==> src/rtl/cic_pkg.sv <==
// cic_pkg
// Shared definitions for the dual-rail CIC decimator.
//   cic_acc_w() : accumulator width IN_W + N*R_LOG2 needed for lossless
//                 modular integration at gain R^N.
//   ACC_W, SH   : accumulator width and output shift at the default build
//                 (IN_W=16, OUT_W=16, N=3, R_LOG2=6).
//   acc_t       : signed accumulator word at the default build.
package cic_pkg;

  localparam int IN_W_DEF   = 16;
  localparam int OUT_W_DEF  = 16;
  localparam int N_DEF      = 3;
  localparam int R_LOG2_DEF = 6;

  function automatic int cic_acc_w(input int inW, input int n, input int rLog2);
    return inW + n * rLog2;
  endfunction

  localparam int ACC_W = cic_acc_w(IN_W_DEF, N_DEF, R_LOG2_DEF);
  localparam int SH    = ACC_W - OUT_W_DEF;

  typedef logic signed [ACC_W-1:0] acc_t;

endpackage

==> src/rtl/cic_dec_rail.sv <==
// cic_dec_rail
// One CIC rail: N registered integrators at input rate, a capture register,
// N comb stages at decimated rate and the output scaling register.
// Configuration macro: CIC_ROUND_EN selects round-half-away-from-zero on the
// discarded bits; without it the output is an arithmetic-shift floor.
// Ports:
//   clk      in   sample clock
//   rst      in   synchronous reset, active-high
//   i_vld    in   sample accept; integrators advance only when high
//   i_stage  in   strobe pipeline: [0] capture, [1..N] comb k, [N+1] output
//   i_x      in   signed input sample
//   o_y      out  signed scaled decimated sample, held between strobes
module cic_dec_rail
  import cic_pkg::*;
#(
  parameter int IN_W   = IN_W_DEF,
  parameter int OUT_W  = OUT_W_DEF,
  parameter int N      = N_DEF,
  parameter int R_LOG2 = R_LOG2_DEF
) (
  input  logic                    clk,
  input  logic                    rst,
  input  logic                    i_vld,
  input  logic [N+1:0]            i_stage,
  input  logic signed [IN_W-1:0]  i_x,
  output logic signed [OUT_W-1:0] o_y
);

  localparam int RAIL_ACC_W = cic_acc_w(IN_W, N, R_LOG2);
  localparam int SHW        = RAIL_ACC_W - OUT_W;

  // The rounding logic reads a half bit and the bits below it.
  if (SHW < 2) begin : gShiftCheck
    $error("cic_dec_rail: output shift must be at least 2");
  end

  logic signed [RAIL_ACC_W-1:0] r_integ  [1:N];
  logic signed [RAIL_ACC_W-1:0] r_comb   [1:N];
  logic signed [RAIL_ACC_W-1:0] r_dly    [1:N];
  logic signed [RAIL_ACC_W-1:0] w_combIn [1:N];
  logic signed [RAIL_ACC_W-1:0] r_cap;
  logic signed [RAIL_ACC_W-1:0] w_xExt;
  logic signed [RAIL_ACC_W-1:0] w_y;
  logic        [OUT_W-1:0]      w_trunc;
  logic        [OUT_W-1:0]      w_res;
  logic signed [OUT_W-1:0]      r_out;

  assign w_xExt = {{(RAIL_ACC_W-IN_W){i_x[IN_W-1]}}, i_x};

  // Integrator cascade. Every stage reads the previous stage's old value, so
  // the last integrator trails the input by N-1 samples; wraparound is
  // harmless because the combs undo it modulo 2^ACC_W.
  always_ff @(posedge clk) begin
    if (rst) begin
      for (int k = 1; k <= N; k++) r_integ[k] <= '0;
    end else if (i_vld) begin
      r_integ[1] <= r_integ[1] + w_xExt;
      for (int k = 2; k <= N; k++) r_integ[k] <= r_integ[k] + r_integ[k-1];
    end
  end

  // Comb stage inputs: the first comb sees the capture register, the rest
  // see the previous comb's result.
  always_comb begin
    w_combIn[1] = r_cap;
    for (int k = 2; k <= N; k++) w_combIn[k] = r_comb[k-1];
  end

  // Capture and comb pipeline. Each stage, including its delay register,
  // moves only while the decimation strobe is passing through it.
  always_ff @(posedge clk) begin
    if (rst) begin
      r_cap <= '0;
      for (int k = 1; k <= N; k++) begin
        r_comb[k] <= '0;
        r_dly[k]  <= '0;
      end
    end else begin
      if (i_stage[0]) r_cap <= r_integ[N];
      for (int k = 1; k <= N; k++) begin
        if (i_stage[k]) begin
          r_comb[k] <= w_combIn[k] - r_dly[k];
          r_dly[k]  <= w_combIn[k];
        end
      end
    end
  end

  assign w_y     = r_comb[N];
  assign w_trunc = w_y[RAIL_ACC_W-1:SHW];

`ifdef CIC_ROUND_EN
  // Round half away from zero: positives carry on the half bit alone,
  // negatives only when the discarded part is strictly above one half.
  logic w_half;
  logic w_lowAny;
  logic w_carry;
  assign w_half   = w_y[SHW-1];
  assign w_lowAny = |w_y[SHW-2:0];
  assign w_carry  = w_half & (~w_y[RAIL_ACC_W-1] | w_lowAny);
  assign w_res    = w_trunc + {{(OUT_W-1){1'b0}}, w_carry};
`else
  // Floor: the discarded fraction is simply dropped.
  logic w_unusedFrac;
  assign w_unusedFrac = ^w_y[SHW-1:0];
  assign w_res        = w_trunc;
`endif

  // Output register loads when the strobe leaves the last comb.
  always_ff @(posedge clk) begin
    if (rst) begin
      r_out <= '0;
    end else if (i_stage[N+1]) begin
      r_out <= w_res;
    end
  end

  assign o_y = r_out;

endmodule

==> src/rtl/cic_dec_iq.sv <==
// cic_dec_iq
// Dual-rail (I/Q) CIC decimator by R = 2^R_LOG2 with N stages, unity gain.
// Configuration macro: CIC_ROUND_EN (round-half-away output rounding; the
// default build truncates by arithmetic shift).
// Ports:
//   clk       in   sample clock
//   rst       in   synchronous reset, active-high
//   din_vld   in   input sample qualifier
//   i_in      in   signed I sample
//   q_in      in   signed Q sample
//   dout_vld  out  one-clock pulse per decimated output, N+2 clocks after
//                  the accept edge of the R-th sample of a frame
//   i_out     out  signed decimated I
//   q_out     out  signed decimated Q
module cic_dec_iq
  import cic_pkg::*;
#(
  parameter int IN_W   = IN_W_DEF,
  parameter int OUT_W  = OUT_W_DEF,
  parameter int N      = N_DEF,
  parameter int R_LOG2 = R_LOG2_DEF
) (
  input  logic                    clk,
  input  logic                    rst,
  input  logic                    din_vld,
  input  logic signed [IN_W-1:0]  i_in,
  input  logic signed [IN_W-1:0]  q_in,
  output logic                    dout_vld,
  output logic signed [OUT_W-1:0] i_out,
  output logic signed [OUT_W-1:0] q_out
);

  // Strobes must be at least two clocks apart for the comb pipeline.
  if (R_LOG2 < 1) begin : gRatioCheck
    $error("cic_dec_iq: decimation ratio must be at least 2");
  end

  logic [R_LOG2-1:0] r_cnt;
  logic              r_stb;
  logic [N:0]        r_pipe;
  logic [N+1:0]      w_stage;

  // Decimation counter over accepted samples; the accept of the last sample
  // of a frame raises the strobe for one clock.
  always_ff @(posedge clk) begin
    if (rst) begin
      r_cnt <= '0;
      r_stb <= 1'b0;
    end else begin
      r_stb <= din_vld && (r_cnt == {R_LOG2{1'b1}});
      if (din_vld) r_cnt <= r_cnt + 1'b1;
    end
  end

  // Strobe delay line shared by both rails: capture, N combs, output.
  always_ff @(posedge clk) begin
    if (rst) begin
      r_pipe   <= '0;
      dout_vld <= 1'b0;
    end else begin
      r_pipe   <= {r_pipe[N-1:0], r_stb};
      dout_vld <= r_pipe[N];
    end
  end

  assign w_stage = {r_pipe, r_stb};

  cic_dec_rail #(
    .IN_W   (IN_W),
    .OUT_W  (OUT_W),
    .N      (N),
    .R_LOG2 (R_LOG2)
  ) uRailI (
    .clk     (clk),
    .rst     (rst),
    .i_vld   (din_vld),
    .i_stage (w_stage),
    .i_x     (i_in),
    .o_y     (i_out)
  );

  cic_dec_rail #(
    .IN_W   (IN_W),
    .OUT_W  (OUT_W),
    .N      (N),
    .R_LOG2 (R_LOG2)
  ) uRailQ (
    .clk     (clk),
    .rst     (rst),
    .i_vld   (din_vld),
    .i_stage (w_stage),
    .i_x     (q_in),
    .o_y     (q_out)
  );

endmodule

==> config.mk <==
export PLATFORM = sky130hd
export DESIGN_NAME = cic_dec_iq
export DESIGN_NICKNAME = d
export VERILOG_FILES = /design/src/rtl/cic_pkg.sv /design/src/rtl/cic_dec_rail.sv /design/src/rtl/cic_dec_iq.sv
export SDC_FILE = /design/constraint.sdc
export NUM_CORES = 2
export LEC_CHECK = 0
export CORE_ASPECT_RATIO = 2
export CORE_UTILIZATION = 45
export CTS_CLUSTER_SIZE = 30
export DETAILED_ROUTE_END_ITERATION = 7
export GPL_TIMING_DRIVEN = 0
export SETUP_SLACK_MARGIN = 0.02
export SLEW_MARGIN = 20
export SYNTH_ARGS = -nofsm -noshare
export SYNTH_HDL_FRONTEND = slang
export SYNTH_HIERARCHICAL = 1
export SYNTH_SLANG_ARGS = --single-unit
==> constraint.sdc <==
create_clock -name clk -period 3.13 [get_ports clk]
set_input_delay 0.626 -clock clk [delete_from_list [all_inputs] [get_ports clk]]
set_output_delay 0.626 -clock clk [all_outputs]
set_load 0.01 [all_outputs]
==> impl_metrics.py <==
metrics = {
    "synth": {
        "yosysSeqAreaShare_pct": 44.5,
        "syn-mean-instance-area_um2": 10.0,
        "syn-num-nets": 4825,
        "postSynth.asyncResetShare_pct": 0,
        "synthDistinctLibCells": 93,
        "synth_seq_cells": 688,
        "yosys_warnings": 6,
        "synth-edff-count": 576,
        "netlist_area_um2": 43900,
        "synthFlopType": "edfxtp_1",
        "synth_cells": 4385,
    },
    "setup_path": {
        "end_kind": "register",
        "worst-path-buf-inv": 1,
        "cp_cell_sequence": "ha_1 -> nor2b_4 -> o31a_1 -> o41a_1 -> o41a_1 -> a211o_4 -> a21o_4 -> a21oi_4 -> buf_4 -> xor2_1 -> nor2_1",
        "worstSetupPathType": "reg2reg",
        "required_ns": 3.51,
        "cp_max_fo": 4,
        "cp_slowest_cell": "edfxtp_1",
        "slowest_delay_ns": 0.41,
        "critPathArrivalTime_ns": 3.64,
        "r2r_slack_ns": -0.13,
        "crit_top_cell": "o41a_1",
        "critPathTopFamily": "compound AO/OA/AOI/OAI gates",
        "crit_path_start_kind": "register",
    },
    "timing": {
        "finalMaxSlewViolations": 0,
        "finalSetupViolations": 6,
        "finClkSkew_ns": 0.0277,
        "finalHoldViolCount": 0,
        "fmax_mhz": 306,
        "finalCritPeriodShare_pct": 104,
        "hold_ws_ns": 0.472,
        "grt_setup_unrepaired": "true",
        "fin_ws_ns": -0.135,
        "max_slew_margin_pct": 34.3,
        "tightest_slew_ns": 0.986,
        "fin_crit_ns": 3.26,
    },
    "layout": {
        "finalNonFillerCells": 5872,
        "final_nets": 5039,
        "drive_above_1_share_pct": 9.83,
        "final_util_pct": 52.3,
        "diodes": 0,
        "stdcell_area_um2": 50400,
        "syn2layout_area_growth_pct": 14.8,
    },
    "route": {
        "antenna_left": 0,
        "route.detailed.drc": 0,
        "viasPerCell": 5.39,
        "route.vias.total": 31700,
        "wirelength_um": 97300,
        "avgRoutedWirePerCell_um": 16.6,
        "drt_iter0_drc": 1251,
        "drt_first_pass_iters": 5,
    },
    "floorplan": {
        "dieArea_um2": 98900,
        "fp.dieW_um": 223,
        "initial_core_util_pct": 45.5,
        "fp.dieH_um": 444,
        "rows": 161,
        "core_area_um2": 96500,
        "ios": 68,
    },
    "outcome": {
        "violations": "setup timing",
        "status": "complete, but fails checks",
    },
    "clock_tree": {
        "clockBufferDepth": 3,
        "cts_root_buf": "clkbuf_16",
        "cts_buffers": 66,
        "holdBufCountCts": 0,
        "htreeDepth": 3,
        "clk_pin_slew_ns": 0.07,
        "clock-sinks": 688,
        "clk_latency_ns": 0.65,
        "cts_tree": "built",
    },
    "placed_design": {
        "dp_cells": 5682,
        "routabilityCongestion": 0.921,
        "place_area_um2": 46300,
        "numPortBuffers": 67,
        "dp_hpwl_um": 74100,
        "dp_worst_setup_slack_ns": -1.18,
    },
    "global_route": {
        "first_global_vias": 31700,
        "grt_pass1_wl_um": 156000,
        "grt_usage_pct": 19.6,
        "grt-ovfl-total": 0,
        "grt_max_degree": 51,
        "antenna_found_initial": 0,
    },
    "pwr": {
        "p_per_area_nw_per_um2": 494,
        "irDropWorstVdd_mv": 0.368,
        "leakage_nw": 20.9,
    },
    "min_path": {
        "hp-class": "reg2reg",
    },
    "run": {
        "cap_violations": 0,
    },
}
==> state kept, by name, summed over array words and instances (netlist names) <==
name / flops
uRailI/r_integ: 102
uRailQ/r_comb: 84
uRailI/r_dly: 102
uRailI/r_comb: 84
dout_vld: 1
uRailI/r_cap: 34
uRailQ/o_y: 16
uRailI/o_y: 16
uRailQ/r_cap: 34
r_pipe: 4
r_cnt: 6
r_stb: 1
uRailQ/r_dly: 102
uRailQ/r_integ: 102
==> layout by cell type (no fill, tap or decap), types with 72 or more instances in the layout <==
cell type | Yosys | routed
nand4_1 | 72 | 72
mux2i_1 | 113 | 113
nand2_1 | 191 | 187
o21ai_0 | 165 | 139
a21o_1 | 202 | 201
xnor2_1 | 170 | 169
a21oi_1 | 309 | 277
xor2_1 | 134 | 134
nor2_1 | 557 | 552
ha_1 | 395 | 366
clkbuf_1 | 132 | 140
and2_1 | 226 | 226
edfxtp_1 | 576 | 576
dfxtp_1 | 112 | 110
inv_1 | 291 | 279
==> Yosys cell counts, types with 19 or more instances <==
| cell | number | area (um^2) |
|---|---|---|
| a211oi_1 | 34 | 255 |
| a21o_1 | 202 | 1520 |
| a21oi_1 | 309 | 1550 |
| a31oi_1 | 45 | 282 |
| and2_1 | 226 | 1410 |
| and3_1 | 39 | 244 |
| clkbuf_1 | 132 | 495 |
| dfxtp_1 | 112 | 2240 |
| edfxtp_1 | 576 | 17300 |
| ha_1 | 395 | 4940 |
| inv_1 | 291 | 1090 |
| mux2i_1 | 113 | 1130 |
| nand2_1 | 191 | 717 |
| nand2b_1 | 50 | 313 |
| nand3_1 | 50 | 250 |
| nand4_1 | 72 | 450 |
| nor2_1 | 557 | 2090 |
| nor2b_1 | 51 | 319 |
| nor3_1 | 70 | 350 |
| o211ai_1 | 20 | 150 |
| o21a_1 | 50 | 375 |
| o21ai_0 | 165 | 826 |
| o21bai_1 | 50 | 375 |
| or2_2 | 19 | 119 |
| xnor2_1 | 170 | 1490 |
| xor2_1 | 134 | 1170 |
==> worst min-delay path, cell delays in order (launching register included) <==
cell      delay, ns
edfxtp_1       0.32
mux2i_1        0.06
nor2_1         0.07
==> what timing repair did <==
action / CTS / global route
pin swaps: 58 / 104
setup buffers: 35 / 43
gates resized for setup: 127 / 158
setup endpoints to repair: 95 / 98
==> metrics by stage <==
step / setup TNS, ns / power, W
floorplan: 0 / 0.0151
global placement: -1094.96 / 0.0163
detailed placement: -69.91 / 0.0164
CTS: -0.798 / 0.0249
global route: -1.92 / 0.0262
finish: -0.536 / 0.0249
==> logic make-up after synthesis <==
logic type                 share of synthesized area [%]
buffers and inverters                               3.67
adders and majority gates                           11.7
and+or+nand+nor                                     15.4
muxes                                               2.58
xor gates and xnor gates                            6.06
AOI/OAI and AO/OA                                   16.1
DFF                                                 44.5
==> area by class of cell <==
| class | count | area [um^2] |
|---|---|---|
| fillers | 8772 | 46100 |
| repair buffers | 151 | 1430 |
| clock inverters | 31 | 299 |
| well taps | 1222 | 1530 |
| inverters | 291 | 1090 |
| flip-flops and latches | 688 | 19500 |
| plain buffers | 131 | 500 |
| clock buffers | 88 | 1880 |
| multi-input cells | 3270 | 24200 |
==> report_power, final <==
part	leakage, nW	internal (W)	switching, W
Combinational	13.1	0.00242	0.00335
Clock	1.08	0.00467	0.00355
Sequential	6.68	0.0106	0.000373
==> layer usage <==
metal  up-vias  GRT usage [%]  wire, um
met1     14800           19.8     37300
met2       470           38.7     53200
met4         0           10.0      4390
met3       200           2.16      2390
li1      16200              -         -
met5         -              0         0
==> final timing paths <==
| path | startpoint | endpoint | depth (start not counted) |
|---|---|---|---|
| worst max-delay path | uRailI/r_comb[1][1]$_SDFFCE_PN0P_ | uRailI/r_comb[2][23]$_SDFFCE_PN0P_ | 11 |
| worst min-delay path | uRailQ/r_comb[3][19]$_SDFFCE_PN0P_ | uRailQ/o_y[1]$_SDFFE_PP0P_ | 2 |
| worst max register to register | uRailI/r_comb[1][1]$_SDFFCE_PN0P_ | uRailI/r_comb[2][23]$_SDFFCE_PN0P_ | 11 |
| worst min register to register | uRailQ/r_comb[3][19]$_SDFFCE_PN0P_ | uRailQ/o_y[1]$_SDFFE_PP0P_ | 2 |
Power figures use the tool's default switching activity.
